--- config.mk ---
export PLATFORM = sky130hd
export DESIGN_NAME = scan_decoder
export DESIGN_NICKNAME = d
export VERILOG_FILES = /design/src/rtl/scan_decoder_pkg.sv /design/src/rtl/scan_decoder_onehot_dec.sv /design/src/rtl/scan_decoder.sv
export SDC_FILE = /design/constraint.sdc
export NUM_CORES = 1
export LEC_CHECK = 0
export ABC_AREA = 1
export BUFFER_PORTS_ARGS = -buffer_cell sky130_fd_sc_hd__buf_4
export CAP_MARGIN = 10
export CORE_MARGIN = 2
export CORE_UTILIZATION = 30
export CTS_CLUSTER_DIAMETER = 50
export CTS_CLUSTER_SIZE = 16
export DETAILED_ROUTE_END_ITERATION = 8
export PLACE_DENSITY = 0.52
export SLEW_MARGIN = 25
export SYNTH_ARGS = -nofsm -noshare
export SYNTH_HDL_FRONTEND = slang
export SYNTH_SLANG_ARGS = --single-unit
--- constraint.sdc ---
create_clock -name clk -period 1.7 [get_ports clk]
set_clock_uncertainty 0.15 [all_clocks]
set_input_delay 0.085 -clock clk [delete_from_list [all_inputs] [get_ports clk]]
set_output_delay 0.085 -clock clk [all_outputs]
set_load 0.05 [all_outputs]
--- src/rtl/scan_decoder_pkg.sv ---
// -----------------------------------------------------------------------------
// scan_decoder_pkg
// Shared types and constants for the scan decoder slice.
//   state_t      : controller state encoding (IDLE, DIRECT, SCAN)
//   MODE_DIRECT  : value of the mode input that selects direct addressing
//   MODE_SCAN    : value of the mode input that selects automatic scanning
// -----------------------------------------------------------------------------
package scan_decoder_pkg;

  typedef enum logic [1:0] {
    ST_IDLE   = 2'd0,
    ST_DIRECT = 2'd1,
    ST_SCAN   = 2'd2
  } state_t;

  localparam logic MODE_DIRECT = 1'b0;
  localparam logic MODE_SCAN   = 1'b1;

endpackage

--- src/rtl/scan_decoder_onehot_dec.sv ---
// -----------------------------------------------------------------------------
// onehot_dec
// Purely combinational N-to-2**N one-hot decoder.
//   sel    : in  N       binary select
//   onehot : out 2**N    exactly one bit set, at position sel
// -----------------------------------------------------------------------------
module onehot_dec #(
  parameter int N = 3
) (
  input  logic [N-1:0]      sel,
  output logic [(2**N)-1:0] onehot
);

  always_comb begin
    onehot      = '0;
    onehot[sel] = 1'b1;
  end

endmodule

--- src/rtl/scan_decoder.sv ---
// -----------------------------------------------------------------------------
// scan_decoder
// Registered one-hot output driver with two operating modes:
//   DIRECT : a select word accepted over a valid/ready handshake is decoded
//            onto y one cycle later.
//   SCAN   : y walks through every position, holding each for dwell+1
//            cycles, and pulses wrap when it returns to position 0.
// Ports:
//   clk      : in  1         rising-edge clock
//   reset    : in  1         asynchronous, active-high reset
//   en       : in  1         0 blanks the output and forces IDLE
//   mode     : in  1         0 = DIRECT, 1 = SCAN
//   in_valid : in  1         select word valid
//   in_ready : out 1         select word can be accepted (DIRECT only)
//   a        : in  N         select word
//   dwell    : in  DWELL_W   extra cycles each SCAN position is held
//   y        : out 2**N      registered one-hot (or blank) output
//   idx      : out N         registered index currently driven on y
//   wrap     : out 1         one-cycle pulse when SCAN wraps back to 0
// -----------------------------------------------------------------------------
module scan_decoder
  import scan_decoder_pkg::*;
#(
  parameter int N          = 3,
  parameter int DWELL_W    = 8,
  parameter bit ACTIVE_LOW = 1'b0
) (
  input  logic               clk,
  input  logic               reset,
  input  logic               en,
  input  logic               mode,
  input  logic               in_valid,
  output logic               in_ready,
  input  logic [N-1:0]       a,
  input  logic [DWELL_W-1:0] dwell,
  output logic [(2**N)-1:0]  y,
  output logic [N-1:0]       idx,
  output logic               wrap
);

  localparam int L = 2**N;

  state_t             state;
  logic [L-1:0]       y_pat;
  logic [DWELL_W-1:0] dwell_cnt;
  logic [DWELL_W-1:0] dwell_lat;
  logic [N-1:0]       dec_sel;
  logic [L-1:0]       dec_out;
  logic               advance;

  // The single decoder is shared: it sees the accepted word in DIRECT, the
  // following position while scanning, and position 0 on any entry to SCAN.
  always_comb begin
    dec_sel = '0;
    if (state == ST_DIRECT && mode == MODE_DIRECT)
      dec_sel = a;
    else if (state == ST_SCAN && mode == MODE_SCAN)
      dec_sel = idx + N'(1);
  end

  onehot_dec #(.N(N)) u_dec (
    .sel    (dec_sel),
    .onehot (dec_out)
  );

  // dwell_lat holds the dwell value captured at the last reload, so a change
  // on the dwell input only affects the next position.
  assign advance  = (dwell_cnt == dwell_lat);
  assign in_ready = (state == ST_DIRECT);

  // Inversion sits after the register so y only ever changes on a clk edge.
  assign y = ACTIVE_LOW ? ~y_pat : y_pat;

  always_ff @(posedge clk or posedge reset) begin
    if (reset) begin
      state     <= ST_IDLE;
      y_pat     <= '0;
      idx       <= '0;
      wrap      <= 1'b0;
      dwell_cnt <= '0;
      dwell_lat <= '0;
    end else if (!en) begin
      state     <= ST_IDLE;
      y_pat     <= '0;
      wrap      <= 1'b0;
      dwell_cnt <= '0;
    end else begin
      wrap <= 1'b0;
      case (state)
        ST_IDLE: begin
          if (mode == MODE_SCAN) begin
            state     <= ST_SCAN;
            idx       <= '0;
            y_pat     <= dec_out;
            dwell_cnt <= '0;
            dwell_lat <= dwell;
          end else begin
            state <= ST_DIRECT;
            y_pat <= '0;
          end
        end

        ST_DIRECT: begin
          if (mode == MODE_SCAN) begin
            state     <= ST_SCAN;
            idx       <= '0;
            y_pat     <= dec_out;
            dwell_cnt <= '0;
            dwell_lat <= dwell;
          end else if (in_valid) begin
            idx   <= a;
            y_pat <= dec_out;
          end
        end

        ST_SCAN: begin
          if (mode == MODE_DIRECT) begin
            // Output blanks until the first DIRECT transfer; the partial
            // dwell is thrown away so a later re-entry starts clean.
            state     <= ST_DIRECT;
            y_pat     <= '0;
            dwell_cnt <= '0;
          end else if (advance) begin
            idx       <= dec_sel;
            y_pat     <= dec_out;
            wrap      <= (idx == '1);
            dwell_cnt <= '0;
            dwell_lat <= dwell;
          end else begin
            dwell_cnt <= dwell_cnt + DWELL_W'(1);
          end
        end

        default: begin
          state <= ST_IDLE;
          y_pat <= '0;
        end
      endcase
    end
  end

endmodule

==> Word-level counts from Yosys, hierarchy flattened <==
Cells that the tools add are included.
{ "word_totals": {"ff_bits": 30, "output_inout_bits": 13, "wordCells": 73} }
{ "op_classes": {"add_sub_neg": 2, "order_cmp": 2, "eq_ne": 15, "mux": 35, "n_bitwise": 1, "reduce_logical": 12} }
{ "op_table": {"columns": ["op", "count"], "rows": [
  ["$mux 8", 13],
  ["$pmux 8 s2", 2],
  ["$pmux 8 s3", 1],
  ["$mux 3", 7],
  ["$ne 3x3->1 const B", 3],
  ["$pmux 3 s3", 1],
  ["$add 8x1->8 const B", 1],
  ["$eq 8x8->1", 1],
  ["$mux 2", 4],
  ["$ne 4x4->1 const B", 2],
  ["$ne 2x2->1 const B", 3],
  ["$ne 3x2->1 const B", 2],
  ["$pmux 2 s3", 1],
  ["$reduce_and 2->1", 3],
  ["$reduce_and 6->1", 1],
  ["$mux 1", 5],
  ["$reduce_and 5->1", 1],
  ["$lt 3x4->1 const B", 1],
  ["$add 3x1->3 const B", 1],
  ["$demux 1 s3", 1],
  ["$eq 3x3->1 const B", 1],
  ["$ge 3x1->1 const B", 1],
  ["$logic_and 1x1->1", 3],
  ["$reduce_bool 3->1", 1],
  ["7 further kinds", 7]
]} }

==> Depth between registers and ports, before layout <==
Gate-level depths: netlist (run 1).
{ "logic_depth": {"ltp_word": 12, "mapped_depth": 11, "depth_no_buf": 10} }

==> Modules after synthesis <==
From an unflattened synthesis (run 1), not the netlist that was laid out.
{ "unflattened": {"hier_cells": 231, "area_unflattened_um2": 1820.5} }
{ "modules_own_cells": {"columns": ["mod", "instances", "cells_each", "area_per_inst_um2"], "rows": [
  ["scan_decoder", 1, 216, 1764.2],
  ["onehot_dec", 1, 15, 56.3]
]} }

==> Worst setup path before layout (run 1) <==
No wires, ideal clock.
{ "synth_timing": {"path_kind": "reg-to-reg", "from": "register state[1]", "to": "register y_pat[1] (netlist: y[1])", "setup_time_ps": 74, "arrival_ps": 1932, "t_required_ps": 1476, "slack_ps": -456, "path_stages_with_launch": 9, "path_buffers": 1, "synth_period_minus_slack_ps": 2156, "cell_sequence": "dfrtp_1 -> inv_1 -> ha_1 -> nand2_2 -> or3_4 -> nand2_4 -> buf_12 -> nand2_2 -> o21ai_2"} }
{ "synth_rtl": {"columns": ["item", "line", "source"], "rows": [
  ["start: declaration", "scan_decoder.sv:43", "state_t state;"],
  ["start signal: assignment", "scan_decoder.sv:76", "state <= ST_IDLE;"],
  ["start signal: assignment", "scan_decoder.sv:83", "state <= ST_IDLE;"],
  ["start signal: assignment", "scan_decoder.sv:92", "state <= ST_SCAN;"],
  ["$eq 2x1->1 *", null, null],
  ["net in_ready", "scan_decoder.sv:33", "output logic in_ready,"],
  ["$logic_and 1x1->1", "scan_decoder.sv:55", "if (state == ST_DIRECT && mode == MODE_DIRECT)"],
  ["$mux 3", "scan_decoder.sv:55", null],
  ["$lt 3x4->1 (not written as such) / $ge 3x1->1 (equally long branches)", "scan_decoder_onehot_dec.sv:16", "onehot[sel] = 1'b1;"],
  ["$logic_and 1x1->1 (not written as such)", "scan_decoder_onehot_dec.sv:16", null],
  ["$mux 1 (not written as such)", "scan_decoder_onehot_dec.sv:16", null],
  ["$demux 1 s3", null, null],
  ["$mux 8, on equally long branches", "scan_decoder.sv:123, scan_decoder.sv:110", null],
  ["$mux 8, on equally long branches", "scan_decoder.sv:117, scan_decoder.sv:104", null],
  ["$pmux 8 s3", "scan_decoder.sv:89", "case (state)"],
  ["$mux 8", "scan_decoder.sv:82", "end else if (!en) begin"],
  ["end signal: assignment", "scan_decoder.sv:94", "y_pat <= dec_out;"],
  ["end signal: assignment", "scan_decoder.sv:112", "y_pat <= dec_out;"],
  ["end signal: assignment", "scan_decoder.sv:125", "y_pat <= dec_out;"],
  ["end: declaration", "scan_decoder.sv:44", "logic [L-1:0] y_pat;"]
]} }
Mark *: on every way through the listed nets, which the timed path passes. The rest lies on a longest branch. The select of a mux whose other input is x is not followed.
A chain may end at the register's enable or synchronous reset.

==> Final worst setup path (run 1) <==
{ "layout_timing": {"from": "register idx[1]", "to": "register y_pat[4] (netlist: y[4])"} }
{ "layout_between": {"elab_chain_len": 11} }
{ "layout_rtl": {"columns": ["item", "line", "source"], "rows": [
  ["start: declaration", "scan_decoder.sv:37", "output logic [N-1:0] idx,"],
  ["start signal: assignment", "scan_decoder.sv:124", "idx <= dec_sel;"],
  ["$add 3x1->3 *", "scan_decoder.sv:58", "dec_sel = idx + N'(1);"],
  ["$mux 3 *", "scan_decoder.sv:57", "else if (state == ST_SCAN && mode == MODE_SCAN)"],
  ["$mux 3 *", "scan_decoder.sv:55", null],
  ["$lt 3x4->1 (not written as such) / $ge 3x1->1 (equally long branches)", "scan_decoder_onehot_dec.sv:16", null],
  ["$logic_and 1x1->1 (not written as such)", "scan_decoder_onehot_dec.sv:16", null],
  ["$mux 1 (not written as such)", "scan_decoder_onehot_dec.sv:16", null],
  ["$demux 1 s3 *", null, null],
  ["$mux 8, on equally long branches", "scan_decoder.sv:123, scan_decoder.sv:110", null],
  ["$mux 8, on equally long branches", "scan_decoder.sv:117, scan_decoder.sv:104", null],
  ["$pmux 8 s3 *", "scan_decoder.sv:89", null],
  ["$mux 8 *", "scan_decoder.sv:82", null]
]} }
Mark *: on every way between the ends. The rest lies on a longest branch, timed or not. The select of a mux whose other input is x is not followed.

==> metrics.cfg, run 1 <==
[floorplan]
design.core.area_um2 = 5921
io_pins = 29
die_h_um = 82.41
die_w_um = 82.41
die-area_um2 = 6791
start_util_pct = 31.15
num_rows = 28

[worst_setup_path]
required_ns = 1.76
worst-path-max-fanout = 3
cpPeakStageDelay_ns = 0.43
crit_slowest_cell = dfrtp_2
cp-end-kind = flip-flop
cp_top_family = flip-flops
cp.depth = 8
crit_path_start_kind = flip-flop
path_class = reg2reg
worst-path-buf-inv = 2
path_cells = ha_4 > ha_4 > inv_2 > o22ai_4 > inv_2 > nor2_4 > nand2_1 > o21ai_2
cp.arrival_ns = 1.73
r2r_cells = 8

[power]
intPower_mw = 1.753
sw_frac_of_total_pct = 40.70
power.share.sequential_pct = 32.7
power.density_nw_per_um2 = 1083
p_sw_mw = 1.203
p_comb_share_pct = 48.7
cellLeakagePower_nw = 1.304
peakVddDrop_mv = 0.5113
clockPowerShare_pct = 18.6

[logic_synthesis]
syn-num-nets = 250
synth-seq-cells = 30
yosysWarningCount = 0
syn_area_per_cell_um2 = 8.160
ys_seq_area_share_pct = 40.71
postSynthCellCount = 226
syn_area_um2 = 1844
synth_cell_types = 31

[global_route]
grt_pass1_wl_mm = 7.617
overflow = 0
grtUsageTotal_pct = 14.94
antenna_found_initial = 0
grt_pass1_vias = 1641
grt_max_degree = 31

[route]
topRoutingLayerUsed = met4
routedWlPerCell_um = 12.04
wl_met1_mm = 2.098
wl_met2_mm = 2.168
avgViaCountPerCell = 4.541
drc = 0
firstDrtPassIters = 4
wl_met3_um = 169
finalWirelength_mm = 4.515
drt_iter0_drc = 47
antenna_left = 0
vias = 1703

[timing]
worst_slew_pin_slew_ns = 0.3956
period_minus_slack_ns = 1.664
setup_viol = 0
final_hold_viol_count = 0
grt_setup_unrepaired = true
slew_violations = 0
slew_headroom_pct = 73.63
fin_crit_sh_pct = 97.89
fmax_mhz = 600.9
hold_ws_ns = 0.1767

[clock_tree]
numCtsBuffers = 5
h-tree-depth = 2
clk_pin_slew_ns = 0.06
clock_latency_ns = 0.28
cts_sinks = 30
cts_root_buf = clkbuf_8
clk_path_buf_depth = 2
cts_tree = built

[placement]
port-buffer-count = 28
dp.cells = 350
dp_hpwl_mm = 3.278
place.gp.congestion = 0.7879
placed_cell_area_um2 = 2346

[status]
status = completed

[final_layout]
antenna_cells = 0
syn_to_final_growth_pct = 47.96
postLayoutCellArea_um2 = 2729
layout-drive-gt1-share_pct = 42.67
nets = 323
stdcell_count = 375

[run]
maxCapViolCount = 0

[worst_hold_path]
hold_depth = 6
hold_path_class = in2reg

[area by class of cell]
| class | count | area (um2) |
|---|---|---|
| inverter | 28 | 105.1 |
| tap | 75 | 93.84 |
| multi-input combinational | 165 | 1147 |
| sequential | 30 | 755.7 |
| fill | 580 | 3192 |
| timing repair buffer | 69 | 546.8 |
| clock buffer | 8 | 80.08 |
[cells by family after synthesis]
kind of cell | count (synthesis) | synth area share [%]
AO/OA/AOI/OAI | 27 | 10.79
XOR/XNOR | 5 | 2.374
flip-flops | 30 | 40.71
buffers and inverters | 32 | 7.869
adder cells (fa/ha/maj) | 8 | 5.428
AND/OR/NAND/NOR | 124 | 32.84
[metal layers]
layer | GRT usage, % | vias to the layer above
li1 | - | 888
met2 | 23.55 | 26
met3 | 3.152 | 7
met1 | 19.89 | 782
met4 | 6.000 | 0
met5 | 0 | -
[power by group through the flow]
stage                     combinational, mW  clock [mW]  sequential [mW]
after floorplan                       0.743           0             1.06
after global placement                 1.21           0            0.978
after detailed placement               1.22           0            0.983
after CTS                              1.33       0.574            0.971
after global routing                   1.60       0.605            0.987
final                                  1.44       0.549            0.968
[placed cells by master (no fill, tap or decap), types with 6 or more instances in the layout]
master / netlist / layout
buf_4: 0 / 58
nor2_4: 2 / 6
nand4_1: 13 / 13
nor2_1: 14 / 6
nand2_1: 68 / 64
dlygate4sd3_1: 0 / 10
dfrtp_1: 30 / 26
inv_2: 8 / 12
inv_1: 20 / 16
o21ai_2: 9 / 9
nand3_1: 12 / 10
nor2_2: 2 / 6
nand2_2: 5 / 6
[repair_timing]
action,in CTS,in global routing
pin swaps,3,21
gates cloned,0,1
hold buffers,10,0
endpoints found under the hold margin,39,0
gates resized for setup,11,23
setup buffers,2,4
setup endpoints to repair,15,24
[flip-flops by register name, indices dropped and copies added, names as in the netlist]
register and flops:
dwell_cnt 8, idx 3, wrap 1, y 8, dwell_lat 8, state 2
[worst register-to-register path: cells and delay by family (launching register included)]
family | cells | cell delay [ns]
fa+ha+maj | 2 | 0.42
buf+inv | 2 | 0.12
compound gates | 2 | 0.31
simple gates | 2 | 0.16
flops | 1 | 0.43
[synthesized netlist by cell type (all sizes together)]
| master | count | share of area (%) |
|---|---|---|
| nor4 | 1 | 1.2 |
| a21oi | 4 | 1.3 |
| dfrtp | 30 | 41 |
| nand4 | 13 | 4.4 |
| o22ai | 6 | 2.7 |
| xnor2 | 4 | 1.9 |
| xor2 | 1 | 0.47 |
| nand2 | 76 | 17 |
| or2 | 1 | 0.34 |
| o21a | 1 | 0.41 |
| inv | 28 | 5.7 |
| buf | 3 | 2.0 |
| nand3 | 13 | 3.8 |
| ha | 8 | 5.4 |
| nand3b | 1 | 0.41 |
| o21ai | 15 | 5.9 |
| a22o | 1 | 0.47 |
| nor2 | 18 | 4.7 |
| or3 | 1 | 0.61 |
| clkbuf | 1 | 0.20 |
[path summary, 6_finish.rpt]
kind | startpoint | to | slack [ns]
min | in_valid | idx[0]$_DFFE_PP0P_ | 0.18
max | idx[1]$_DFFE_PP0P_ | y[4]$_DFFE_PP0P_ | 0.04
max reg2reg | idx[1]$_DFFE_PP0P_ | y[4]$_DFFE_PP0P_ | 0.04
max in group asynchronous | reset | state[1]$_DFFE_PP0P_ | 0.78
min reg2reg | y[1]$_DFFE_PP0P_ | y[1]$_DFFE_PP0P_ | 0.34
min in group asynchronous | reset | wrap$_DFF_PP0_ | 0.30
[stage by stage]
step	power, mW	TNS (ns)	util [%]	worst slack (ns)
after global placement	2.191	-0.3519	39.62	-0.07024
after global routing	3.191	-0.5623	46.09	-0.06798
after detailed placement	2.204	-0.8426	39.62	-0.1055
after floorplan	1.803	-0.3702	-	-0.05535
after CTS	2.873	0	43.77	0.002666
final	2.956	0	46.09	0.03589
Note: power is estimated with default switching activity, not from simulation.
==> inputs of run 2 (changes only) <==
Settings changed: CTS_BUF_LIST set to sky130_fd_sc_hd__clkbuf_8.
==> run 2 against run 1 <==
Utilization did not move. Total power shrank 0.60%. Flip-flop and latch count unchanged. Clock power decreased by 3%. Non-clock buffer count stayed put. Routed wire length about the same. Clock-buffer cell count decreased by 3. Final cell count unchanged. Register-to-register slack about the same. Critical endpoint unchanged. Largest cell class unchanged.
==> metrics.cfg, run 2 (synthesized netlist as in run 1, its figures left out) <==
[status]
status = completed

[route]
drt_iter0_drc = 47  ; unchanged
firstDrtPassIters = 4  ; unchanged
finalWirelength_mm = 4.516  ; about the same
antenna_left = 0  ; unchanged
drc = 0  ; unchanged
vias = 1704  ; +0.059%
routedWlPerCell_um = 12.04  ; about the same
avgViaCountPerCell = 4.544  ; about the same

[timing]
slew_headroom_pct = 73.67  ; about the same
grt_setup_unrepaired = true
setup_viol = 0  ; unchanged
worst_slew_pin_slew_ns = 0.3949  ; -0.0006200 ns
fin_crit_sh_pct = 97.87  ; about the same
final_hold_viol_count = 0  ; unchanged
slew_violations = 0  ; unchanged
period_minus_slack_ns = 1.664  ; -0.0002568 ns
fmax_mhz = 601.0  ; about the same

[power]
cellLeakagePower_nw = 1.316  ; +0.95%
peakVddDrop_mv = 0.5112  ; about the same
power.density_nw_per_um2 = 1077  ; -0.60%

[placement]
placed_cell_area_um2 = 2346  ; unchanged
dp_hpwl_mm = 3.278  ; unchanged
port-buffer-count = 28  ; unchanged
place.gp.congestion = 0.7879  ; unchanged

[final_layout]
nets = 323  ; unchanged
layout.cells.most_common = nand2_1
most-common-layout-cells = 64 x nand2_1, 58 x buf_4, 26 x dfrtp_1, 19 x inv_1, 13 x nand4_1
antenna_cells = 0  ; unchanged
final_util_pct = 46.09  ; unchanged
postLayoutCellArea_um2 = 2729  ; unchanged
layout-drive-gt1-share_pct = 42.67  ; unchanged
syn_to_final_growth_pct = 47.96  ; unchanged

[clock_tree]
clk_pin_slew_ns = 0.06  ; about the same
h-tree-depth = 2  ; unchanged
cts_root_buf = clkbuf_8
clk_path_buf_depth = 2  ; unchanged
cts_tree = built
cts_sinks = 30  ; unchanged
numCtsBuffers = 5  ; unchanged
clock_latency_ns = 0.28  ; about the same

[global_route]
antenna_found_initial = 0  ; unchanged
grt_pass1_wl_mm = 7.617  ; unchanged
grt_pass1_vias = 1641  ; unchanged
overflow = 0  ; unchanged
grtUsageTotal_pct = 14.94  ; unchanged
grt_max_degree = 31  ; unchanged

[floorplan]
num_rows = 28  ; unchanged
die-area_um2 = 6791  ; unchanged
io_pins = 29  ; unchanged
die_h_um = 82.41  ; unchanged
start_util_pct = 31.15  ; unchanged
die_w_um = 82.41  ; unchanged
design.core.area_um2 = 5921  ; unchanged

[run]
maxCapViolCount = 0  ; unchanged

[worst_setup_path]
cp.arrival_ns = 1.72  ; about the same
crit_slowest_cell = dfrtp_2
worst-path-max-fanout = 3  ; unchanged
crit_path_start_kind = flip-flop
path_cells = ha_4 > ha_4 > inv_2 > o22ai_4 > inv_2 > nor2_4 > nand2_1 > o21ai_2
cpPeakStageDelay_ns = 0.43  ; about the same
r2r_cells = 8  ; unchanged
required_ns = 1.76  ; about the same
cp-end-kind = flip-flop
path_class = reg2reg

[worst_hold_path]
hold_path_class = in2reg
hold_depth = 6  ; unchanged

run 2: worst max-delay path, delay by kind of cell (launching register included):
kind	cells	cell delay, ns
flip-flops	1	0.43
adder cells (fa/ha/maj)	2	0.42
buffers and inverters	2	0.12
AND/OR/NAND/NOR	2	0.16
AO/OA/AOI/OAI	2	0.31
run 2: power by group:
part / switching (mW) / internal [mW] / total, mW / leakage (nW)
clock network: 0.259 / 0.272 / 0.531 / 0.0519
registers: 0.114 / 0.853 / 0.968 / 0.397
logic: 0.830 / 0.609 / 1.44 / 0.867
total: 1.20 / 1.73 / 2.94 / 1.32
run 2: area by class of cell:
cell class	count	area, um2
inverter	28	105.1
clock buffer	5	68.82
tap	75	93.84
fill	580	3192
clock inverter	3	11.26
timing repair buffer	69	546.8
sequential	30	755.7
multi-input combinational	165	1147
run 2: layer usage:
layer	part of all wire [%]	global-route usage [%]	routed length (um)	vias up
met2	48	23.55	2171	26
met1	46	19.89	2096	783
met3	3.7	3.152	169	7
met4	1.7	6.000	78	0
met5	0	0	0	-
li1	-	-	-	888
run 2: path summary, 6_finish.rpt:
kind	start	to	slack [ns]
min in group asynchronous	reset	wrap$_DFF_PP0_	0.30
max in group asynchronous	reset	state[1]$_DFFE_PP0P_	0.79
max reg2reg	idx[1]$_DFFE_PP0P_	y[4]$_DFFE_PP0P_	0.04
min reg2reg	y[1]$_DFFE_PP0P_	y[1]$_DFFE_PP0P_	0.34
max	idx[1]$_DFFE_PP0P_	y[4]$_DFFE_PP0P_	0.04
min	in_valid	idx[0]$_DFFE_PP0P_	0.18
run 2: repair_timing:
| action | CTS | global route |
|---|---|---|
| pin swaps | 3 | 21 |
| endpoints found under the hold margin | 39 | 0 |
| setup buffers | 2 | 4 |
| gates cloned | 0 | 1 |
| hold buffers | 10 | 0 |
| endpoints found under the setup margin | 15 | 24 |
| gates resized for setup | 11 | 23 |
run 2: metrics by stage:
step | hold WS [ns] | setup WS [ns] | setup TNS [ns] | std cells | total power, mW
after floorplan | 0.02553 | -0.05535 | -0.3702 | 226 | 1.803
after global placement | 0.05704 | -0.07024 | -0.3519 | 350 | 2.191
after detailed placement | 0.05408 | -0.1055 | -0.8426 | 350 | 2.204
after CTS | 0.1376 | 0.0008241 | 0 | 370 | 2.854
after global routing | 0.1898 | -0.06813 | -0.5656 | 375 | 3.174
final | 0.1765 | 0.03615 | 0 | 375 | 2.939
